`src/rtl/opcode_seq_pkg.sv`:
```
// rtl/opcode_seq_pkg.sv - shared types, class constants and helpers for the opcode fetch sequencer
//
// Purpose : sequencer state encoding, opcode class codes, class->operand
//           count mapping and the default inter-byte idle limit.
// Ports   : none (package).
package opcode_seq_pkg;

  typedef enum logic [1:0] {
    ST_OPCODE = 2'd0,
    ST_ARGS   = 2'd1,
    ST_EMIT   = 2'd2
  } state_t;

  localparam logic [2:0] CLS_ILLEGAL = 3'd0;
  localparam logic [2:0] CLS_4       = 3'd4;
  localparam logic [2:0] CLS_5       = 3'd5;
  localparam logic [2:0] CLS_6       = 3'd6;
  localparam logic [2:0] CLS_7       = 3'd7;

  localparam int unsigned TIMEOUT_CYCLES_DEFAULT = 255;

  // Operand bytes that follow an opcode of the given class.
  function automatic logic [1:0] class_nargs(input logic [2:0] cls);
    case (cls)
      CLS_5:   return 2'd1;
      CLS_6:   return 2'd2;
      CLS_7:   return 2'd3;
      default: return 2'd0;
    endcase
  endfunction

endpackage

```
`src/rtl/opcode_class_decode.sv`:
```
// rtl/opcode_class_decode.sv - combinational opcode byte to class decoder
//
// Purpose : map an opcode byte onto its instruction class; unknown bytes
//           decode to CLS_ILLEGAL.
// Ports   : opcode_i [7:0] in  - candidate opcode byte
//           cls_o    [2:0] out - decoded class (0 = illegal, else 4..7)
module opcode_class_decode
  import opcode_seq_pkg::*;
(
  input  logic [7:0] opcode_i,
  output logic [2:0] cls_o
);

  always_comb begin
    cls_o = CLS_ILLEGAL;
    case (opcode_i)
      8'hB0:                                    cls_o = CLS_4;
      8'hB4:                                    cls_o = CLS_5;
      8'h98, 8'h99, 8'h9A, 8'h9B, 8'h9E, 8'h9F: cls_o = CLS_7;
      8'h90, 8'h91:                             cls_o = CLS_6;
      8'hB2:                                    cls_o = CLS_5;
      8'hBC:                                    cls_o = CLS_4;
      default:                                  cls_o = CLS_ILLEGAL;
    endcase
  end

endmodule

```
`src/rtl/opcode_fetch_seq.sv`:
```
// rtl/opcode_fetch_seq.sv - byte-stream instruction sequencer in front of the opcode class decoder
//
// Purpose : accept one byte per in_valid/in_ready handshake, classify the
//           opcode byte, gather its operand bytes and present the assembled
//           instruction on out_valid/out_ready. Illegal opcodes are dropped,
//           pulsed on err_illegal and counted (saturating) in illegal_cnt.
// Option  : OPCODE_FETCH_SEQ_TIMEOUT_EN - when defined, a partial instruction
//           idle for TIMEOUT_CYCLES ARGS cycles is aborted with err_timeout;
//           otherwise ARGS waits forever and err_timeout is tied 0.
// Ports   : clk, reset (async, active-high)
//           in_valid, in_data[7:0], in_ready      - byte input stream
//           out_valid, out_ready                  - instruction handshake
//           out_opcode[7:0], out_class[2:0], out_nargs[1:0], out_args[23:0]
//           err_illegal, err_timeout              - registered 1-cycle pulses
//           illegal_cnt[7:0]                      - saturating illegal count
module opcode_fetch_seq
  import opcode_seq_pkg::*;
#(
  parameter int unsigned TIMEOUT_CYCLES = TIMEOUT_CYCLES_DEFAULT
)
(
  input  logic        clk,
  input  logic        reset,
  input  logic        in_valid,
  input  logic [7:0]  in_data,
  output logic        in_ready,
  output logic        out_valid,
  input  logic        out_ready,
  output logic [7:0]  out_opcode,
  output logic [2:0]  out_class,
  output logic [1:0]  out_nargs,
  output logic [23:0] out_args,
  output logic        err_illegal,
  output logic        err_timeout,
  output logic [7:0]  illegal_cnt
);

  state_t      state_q, state_d;
  logic [7:0]  opcode_q;
  logic [2:0]  class_q;
  logic [1:0]  nargs_q;
  logic [23:0] args_q;
  logic [1:0]  idx_q;
  logic        err_illegal_q;
  logic [7:0]  illegal_cnt_q;

  logic [2:0]  dec_cls;
  logic [1:0]  dec_nargs;
  logic        accept;
  logic        last_arg;
  logic        timeout_abort;

  opcode_class_decode u_decode (
    .opcode_i (in_data),
    .cls_o    (dec_cls)
  );

  assign dec_nargs = class_nargs(dec_cls);
  assign accept    = in_valid & in_ready;
  // idx never exceeds nargs-1 while in ARGS, so the 2-bit add cannot wrap.
  assign last_arg  = (idx_q + 2'd1) == nargs_q;

`ifdef OPCODE_FETCH_SEQ_TIMEOUT_EN
  localparam logic [16:0] TMO_LIMIT = 17'(TIMEOUT_CYCLES);

  logic [15:0] idle_q;
  logic        err_timeout_q;

  // Abort on the idle ARGS cycle that would bring the counter to the limit;
  // an accepted byte in that same cycle takes priority.
  assign timeout_abort = (state_q == ST_ARGS) && !accept &&
                         (({1'b0, idle_q} + 17'd1) == TMO_LIMIT);

  always_ff @(posedge clk or posedge reset) begin
    if (reset) begin
      idle_q        <= 16'd0;
      err_timeout_q <= 1'b0;
    end else begin
      err_timeout_q <= timeout_abort;
      if (state_q != ST_ARGS || accept || timeout_abort) begin
        idle_q <= 16'd0;
      end else begin
        idle_q <= idle_q + 16'd1;
      end
    end
  end

  assign err_timeout = err_timeout_q;
`else
  assign timeout_abort = 1'b0;
  assign err_timeout   = 1'b0;
`endif

  // State register
  always_ff @(posedge clk or posedge reset) begin
    if (reset) begin
      state_q <= ST_OPCODE;
    end else begin
      state_q <= state_d;
    end
  end

  // Next-state logic
  always_comb begin
    state_d = state_q;
    case (state_q)
      ST_OPCODE: begin
        if (accept && dec_cls != CLS_ILLEGAL) begin
          state_d = (dec_nargs == 2'd0) ? ST_EMIT : ST_ARGS;
        end
      end
      ST_ARGS: begin
        if (accept && last_arg) begin
          state_d = ST_EMIT;
        end else if (timeout_abort) begin
          state_d = ST_OPCODE;
        end
      end
      ST_EMIT: begin
        if (out_ready) begin
          state_d = ST_OPCODE;
        end
      end
      default: state_d = ST_OPCODE;
    endcase
  end

  // State-decoded outputs: no byte is taken while an instruction is on offer.
  always_comb begin
    in_ready  = 1'b0;
    out_valid = 1'b0;
    case (state_q)
      ST_OPCODE: in_ready  = 1'b1;
      ST_ARGS:   in_ready  = 1'b1;
      ST_EMIT:   out_valid = 1'b1;
      default:   in_ready  = 1'b0;
    endcase
  end

  // Instruction datapath and illegal-opcode bookkeeping
  always_ff @(posedge clk or posedge reset) begin
    if (reset) begin
      opcode_q      <= 8'd0;
      class_q       <= CLS_ILLEGAL;
      nargs_q       <= 2'd0;
      args_q        <= 24'd0;
      idx_q         <= 2'd0;
      err_illegal_q <= 1'b0;
      illegal_cnt_q <= 8'd0;
    end else begin
      err_illegal_q <= 1'b0;
      if (accept && state_q == ST_OPCODE) begin
        if (dec_cls == CLS_ILLEGAL) begin
          err_illegal_q <= 1'b1;
          if (illegal_cnt_q != 8'hFF) begin
            illegal_cnt_q <= illegal_cnt_q + 8'd1;
          end
        end else begin
          opcode_q <= in_data;
          class_q  <= dec_cls;
          nargs_q  <= dec_nargs;
          args_q   <= 24'd0;
          idx_q    <= 2'd0;
        end
      end else if (accept && state_q == ST_ARGS) begin
        case (idx_q)
          2'd0:    args_q[7:0]   <= in_data;
          2'd1:    args_q[15:8]  <= in_data;
          default: args_q[23:16] <= in_data;
        endcase
        idx_q <= idx_q + 2'd1;
      end else if (timeout_abort) begin
        opcode_q <= 8'd0;
        class_q  <= CLS_ILLEGAL;
        nargs_q  <= 2'd0;
        args_q   <= 24'd0;
        idx_q    <= 2'd0;
      end
    end
  end

  assign out_opcode  = opcode_q;
  assign out_class   = class_q;
  assign out_nargs   = nargs_q;
  assign out_args    = args_q;
  assign err_illegal = err_illegal_q;
  assign illegal_cnt = illegal_cnt_q;

endmodule

```
`config.mk`:
```
export PLATFORM = sky130hd
export DESIGN_NAME = opcode_fetch_seq
export DESIGN_NICKNAME = d
export VERILOG_FILES = /design/src/rtl/opcode_seq_pkg.sv /design/src/rtl/opcode_class_decode.sv /design/src/rtl/opcode_fetch_seq.sv
export SDC_FILE = /design/constraint.sdc
export NUM_CORES = 1
export LEC_CHECK = 0
export CAP_MARGIN = 20
export CORE_UTILIZATION = 52
export DETAILED_ROUTE_END_ITERATION = 8
export GPL_TIMING_DRIVEN = 0
export PLACE_DENSITY = 0.85
export SLEW_MARGIN = 20
export SYNTH_ARGS = -nofsm -noshare
export SYNTH_HDL_FRONTEND = slang
export SYNTH_SLANG_ARGS = --single-unit
```
`constraint.sdc`:
```
create_clock -name clk -period 4.83 [get_ports clk]
set_input_delay 0.966 -clock clk [delete_from_list [all_inputs] [get_ports clk]]
set_output_delay 0.966 -clock clk [all_outputs]
set_load 0.01 [all_outputs]
```
# ---- Yosys cells after proc, flatten, opt, wreduce, memory -nomap -nowiden
# Cells that the tools add are included.
dict set report totals {
  regBits 50
  latchBits 0
  ramBits 0
  romBits 0
  inputBits 12
  out_inout_bits 49
  wordCells 84
  memories 0
}
dict set report op_classes {
  addsub 2
  n_mul 0
  div_mod_pow 0
  magnitude_cmp 0
  n_eq_ne 25
  shifts 0
  mux 20
  bitwise 2
  n_reduce_logical 25
}
# cell count
set ops {}
lappend ops {{$eq 8x8->1 const B} 12}
lappend ops {{$mux 24} 3}
lappend ops {{$mux 8} 3}
lappend ops {{$reduce_and 3->1} 5}
lappend ops {{$mux 2} 7}
lappend ops {{$pmux 2 s3} 2}
lappend ops {{$pmux 3 s4} 1}
lappend ops {{$reduce_or 2->1} 5}
lappend ops {{$eq 3x3->1 const B} 3}
lappend ops {{$add 8x1->8 const B} 1}
lappend ops {{$ne 2x2->1 const B} 4}
lappend ops {{$ne 8x8->1 const B} 1}
lappend ops {{$logic_not 2->1} 3}
lappend ops {{$reduce_bool 2->1} 3}
lappend ops {{$reduce_or 6->1} 1}
lappend ops {{$eq 2x1->1 const B} 2}
lappend ops {{$logic_and 1x1->1} 4}
lappend ops {{$mux 1} 4}
lappend ops {{$reduce_and 2->1} 2}
lappend ops {{$logic_not 3->1} 1}
lappend ops {{$reduce_bool 3->1} 1}
lappend ops {{$add 2x1->2 const B} 1}
lappend ops {{$eq 2x2->1} 1}
lappend ops {{$eq 2x2->1 const B} 1}
lappend ops {{other kinds (3)} 3}

# ---- Depth between registers and ports, before layout
dict set report depth {
  word_depth 9
  depth_mapped 7
  mapped_depth_nobuf 6
}

# ---- Modules after synthesis
# From an unflattened synthesis, not the netlist that was laid out.
dict set report hier_totals {
  cells_unflattened 200
  hier_area_um2 2285.9
}
# mod n_inst cells_each area_per_inst_um2 seq_area_each_um2
set by_module_without_submodules {}
lappend by_module_without_submodules {opcode_fetch_seq 1 187 2204.6 1251.2}
lappend by_module_without_submodules {opcode_class_decode 1 13 81.3 0.0}

# ---- Worst setup path after synthesis
# No wires, ideal clock.
dict set report synth_timing {
  kind {input to register}
  startpoint {in in_data[2]}
  endpoint {reg illegal_cnt_q[1], in the netlist illegal_cnt[1]}
  setup_time_ns 0.125
  t_arrival_ns 2.158
  required_ns 4.705
  slack_ns 2.547
  stages 6
  n_path_buf 1
  path_cell_list {buf_2 -> mux2_4 -> o32ai_4 -> a21oi_4 -> and2_4 -> mux2_4}
}
dict set report synth_between {
  elab_chain_cells 5
  elab_cells_between_ends 19
  classes_between {12 x eq/ne; 1 x mux; 6 x reduce/logical}
}
# item line_no
set synth_rtl {}
lappend synth_rtl {{from (decl)} opcode_fetch_seq.sv:25} ;# input logic [7:0] in_data,
lappend synth_rtl {{$eq 8x8->1} opcode_class_decode.sv:16} ;# case (opcode_i)
lappend synth_rtl {{$reduce_or 6->1 (tied with other cells)} opcode_class_decode.sv:16}
lappend synth_rtl {{$pmux 3 s4 *} opcode_class_decode.sv:16}
lappend synth_rtl {{$logic_not 3->1 *} opcode_fetch_seq.sv:153} ;# if (dec_cls == CLS_ILLEGAL) begin
lappend synth_rtl {{$reduce_and 3->1 (no source line) *} --}
lappend synth_rtl {{to (signal assigned)} opcode_fetch_seq.sv:156} ;# illegal_cnt_q <= illegal_cnt_q + 8'd1;
lappend synth_rtl {{to (decl)} opcode_fetch_seq.sv:45} ;# logic [7:0] illegal_cnt_q;
# Every way passes the cells marked *; elsewhere a longest branch is shown, timed or not.
# A chain may end at the register's enable or synchronous reset.

# ---- Worst setup path in the final report
dict set report layout_timing {
  startpoint {in in_data[3]}
  endpoint {reg args_q[1], in the netlist out_args[1]}
}
dict set report layout_between {
  elab_chain_cells 6
  elab_cells_between_ends 20
  classes_between {13 x eq/ne; 1 x mux; 6 x reduce/logical}
}
# item line_no
set layout_rtl {}
lappend layout_rtl {{$eq 8x8->1} opcode_class_decode.sv:16}
lappend layout_rtl {{$reduce_or 6->1 (tied with other cells)} opcode_class_decode.sv:16}
lappend layout_rtl {{$pmux 3 s4 *} opcode_class_decode.sv:16}
lappend layout_rtl {{$logic_not 3->1 *} opcode_fetch_seq.sv:153}
lappend layout_rtl {{$ne 2x2->1 (no source line) *} --}
lappend layout_rtl {{$reduce_and 3->1 (no source line) *} --}
lappend layout_rtl {{to (signal assigned)} opcode_fetch_seq.sv:167} ;# 2'd0: args_q[7:0] <= in_data;
lappend layout_rtl {{to (decl)} opcode_fetch_seq.sv:42} ;# logic [23:0] args_q;
# Marks and branches as above.

==> results_dict.tcl <==
set metrics [dict create \
    vias 1944 \
    period_share_pct 53.7 \
    end_kind "register" \
    pre_cts_slack_ns 1.91 \
    yosysSeqAreaShare_pct 51.6 \
    synth_top_cell_area_share_pct 51.6 \
    setup_tns_ns 0 \
    io_pins 61 \
    critPathRequiredTime_ns 5.01 \
    antenna_left 0 \
    clockRootBuffer "clkbuf_8" \
    clk_latency_ns 0.31 \
    finalSetupViolations 0 \
    slew_viol_final 0 \
    rsz0062_at_grt "no" \
    drive_gt1_share_pct 9.93 \
    holdBufCountCts 0 \
    layout_min_cycle_time_ns 2.59 \
    rows 23 \
    synth_area_leaders "dfrtp_1 52%, o2bb2ai_1 6.0%, nand2_1 5.6%" \
    clock_path_buffers 2 \
    cap_violations 0 \
    post-cts-setup-buffers 0 \
    p_per_area_nw_per_um2 517 \
    placedCellCount 335 \
    die_w_um 68.9 \
    cellLeakagePower_nw 1.34 \
    synth_common_cells "48 x dfrtp_1, 35 x nand2_1, 18 x nor2b_1" \
    startpoint_type "input port" \
    fin_hold_ws_ns 0.484 \
    cp.arrival_ns 2.77 \
    fmax_mhz 386 \
    grt_pass1_vias 1720 \
    outcome "finished clean" \
    place.gp.congestion 0.854 \
    path_class "input port to register" \
    netlist_instances 227 \
    dieArea_um2 4750 \
    async_flop_share_pct 100 \
    worst_slack_ns 2.24 \
    hold_path_class "register to register" \
    wire_per_inst_um 15.3 \
    drt_iter0_drc 156 \
    nets 307 \
    wl_mm 5.22 \
    cts_tree "built" \
    cts_sinks 48 \
    area_growth_pct 31.5 \
    synth.distinct_cells 41 \
    overflow 0 \
    crit_fanout 10 \
    synth_ff_type "dfrtp_1" \
    drtPass1Iterations 4 \
    io_buffers 57 \
    clock_skew_ns 0.00531 \
    yosysTopAreaCell "dfrtp_1" \
    vdd_drop_max_uv 287 \
    avgSynthCellArea_um2 10.3 \
    post-route-drc-count 0 \
    yosys_warnings 0 \
    num_antenna_cells 0 \
    synth_most_common_cell "dfrtp_1" \
    cts_made_buffers 5 \
    dp_hpwl_mm 3.74 \
    synth-edff-count 0 \
    grt_pass1_wl_mm 8.34 \
    fp.dieH_um 68.9 \
    fin_cells 342 \
    grtUsageTotal_pct 24.2 \
    viasPerCell 5.68 \
    synth_seq_cells 48 \
    cts-htree-levels 2 \
    power.total_mw 1.58 \
    syn_area_um2 2330 \
    syn_nets 242 \
    fillers 300 \
    initial_core_util_pct 56.2 \
    grt_max_degree 31 \
    hold_viol 0 \
    core_um2 4140 \
    antenna_found_initial 0 \
    cts.clk_slew.worst_paths_ns 0.08 \
    post_cts_resized 0 \
]
-- report_power, final --
group          leakage (nW)  internal, mW  switching [mW]
sequential            0.628         0.536           0.109
combinational         0.670         0.399           0.308
clock                0.0400        0.0981           0.133
total                  1.34          1.03           0.550
-- placed cells by master (no fill, tap or decap), types with 5 or more instances in the layout --
master and count:
clkdlybuf4s50_1 57, dfrtp_1 48, nand2_1 35, nor2b_1 18
a31oi_1 16, o2bb2ai_1 16, nand3_1 15, clkbuf_1 7
nand2b_1 6, nor2_1 5, and3_1 5, xnor2_1 5
clkbuf_8 5
-- area by class of cell --
class,count,area (um^2),area share [%]
multi-input cells,158,1030,33.6
clock inverters,2,12.5,0.408
plain buffers,16,80.1,2.61
well taps,50,62.6,2.04
flip-flops and latches,48,1200,39.2
repair buffers,58,591,19.3
clock buffers,5,68.8,2.25
inverters,5,18.8,0.613
-- worst paths after layout --
check,startpoint,end,slack (ns),depth (start not counted)
min in group asynchronous,reset,out_args[5],0.97,2
hold / removal,out_opcode[7],out_opcode[7],0.48,1
hold reg to reg,out_opcode[7],out_opcode[7],0.48,1
max in group asynchronous,reset,out_opcode[4],3.37,3
setup reg to reg,illegal_cnt[1],illegal_cnt[1],3.06,5
setup / recovery,in_data[3],out_args[1],2.24,7
-- sequential cells by signal (all words and copies together) (netlist names) --
name,flops
illegal_cnt,8
out_class,3
idx_q,2
err_illegal,1
state_q,2
out_args,24
out_opcode,8
-- worst max-delay path, stage by stage --
cell and delay [ns]:
clkdlybuf4s50_1 0.59, mux2_4 0.36, o32ai_4 0.17, a21o_1 0.18, nand2_2 0.13, buf_2 0.22, o2bb2ai_1 0.14
-- per-layer routing --
layer / up-vias / wire, um / global-route usage (%)
li1: 922 / - / -
met1: 947 / 2430 / 33.5
met2: 68 / 2400 / 37.5
met3: 7 / 322 / 5.92
met4: 0 / 68 / 7.14
met5: - / 0 / 0
-- per-stage QoR --
step | util, % | area, um^2
after floorplan | - | 2330
after global placement | 71.5 | 2960
after detailed placement | 72.0 | 2980
after CTS | 73.9 | 3060
after global routing | 73.9 | 3060
final | 73.9 | 3060
-- kinds of logic (layout without fill, tap and decap cells) --
group | Yosys count | after routing | share of synthesized area (%)
AOI/OAI and AO/OA | 44 | 44 | 15.3
other | 1 | 1 | 0.161
and+or+nand+nor | 98 | 98 | 21.7
buffers and inverters | 21 | 86 | 4.24
muxes | 5 | 5 | 2.74
adders and majority gates | 3 | 3 | 1.61
DFF | 48 | 48 | 51.6
xor gates and xnor gates | 7 | 7 | 2.63
Note: power is estimated with default switching activity, not from simulation.
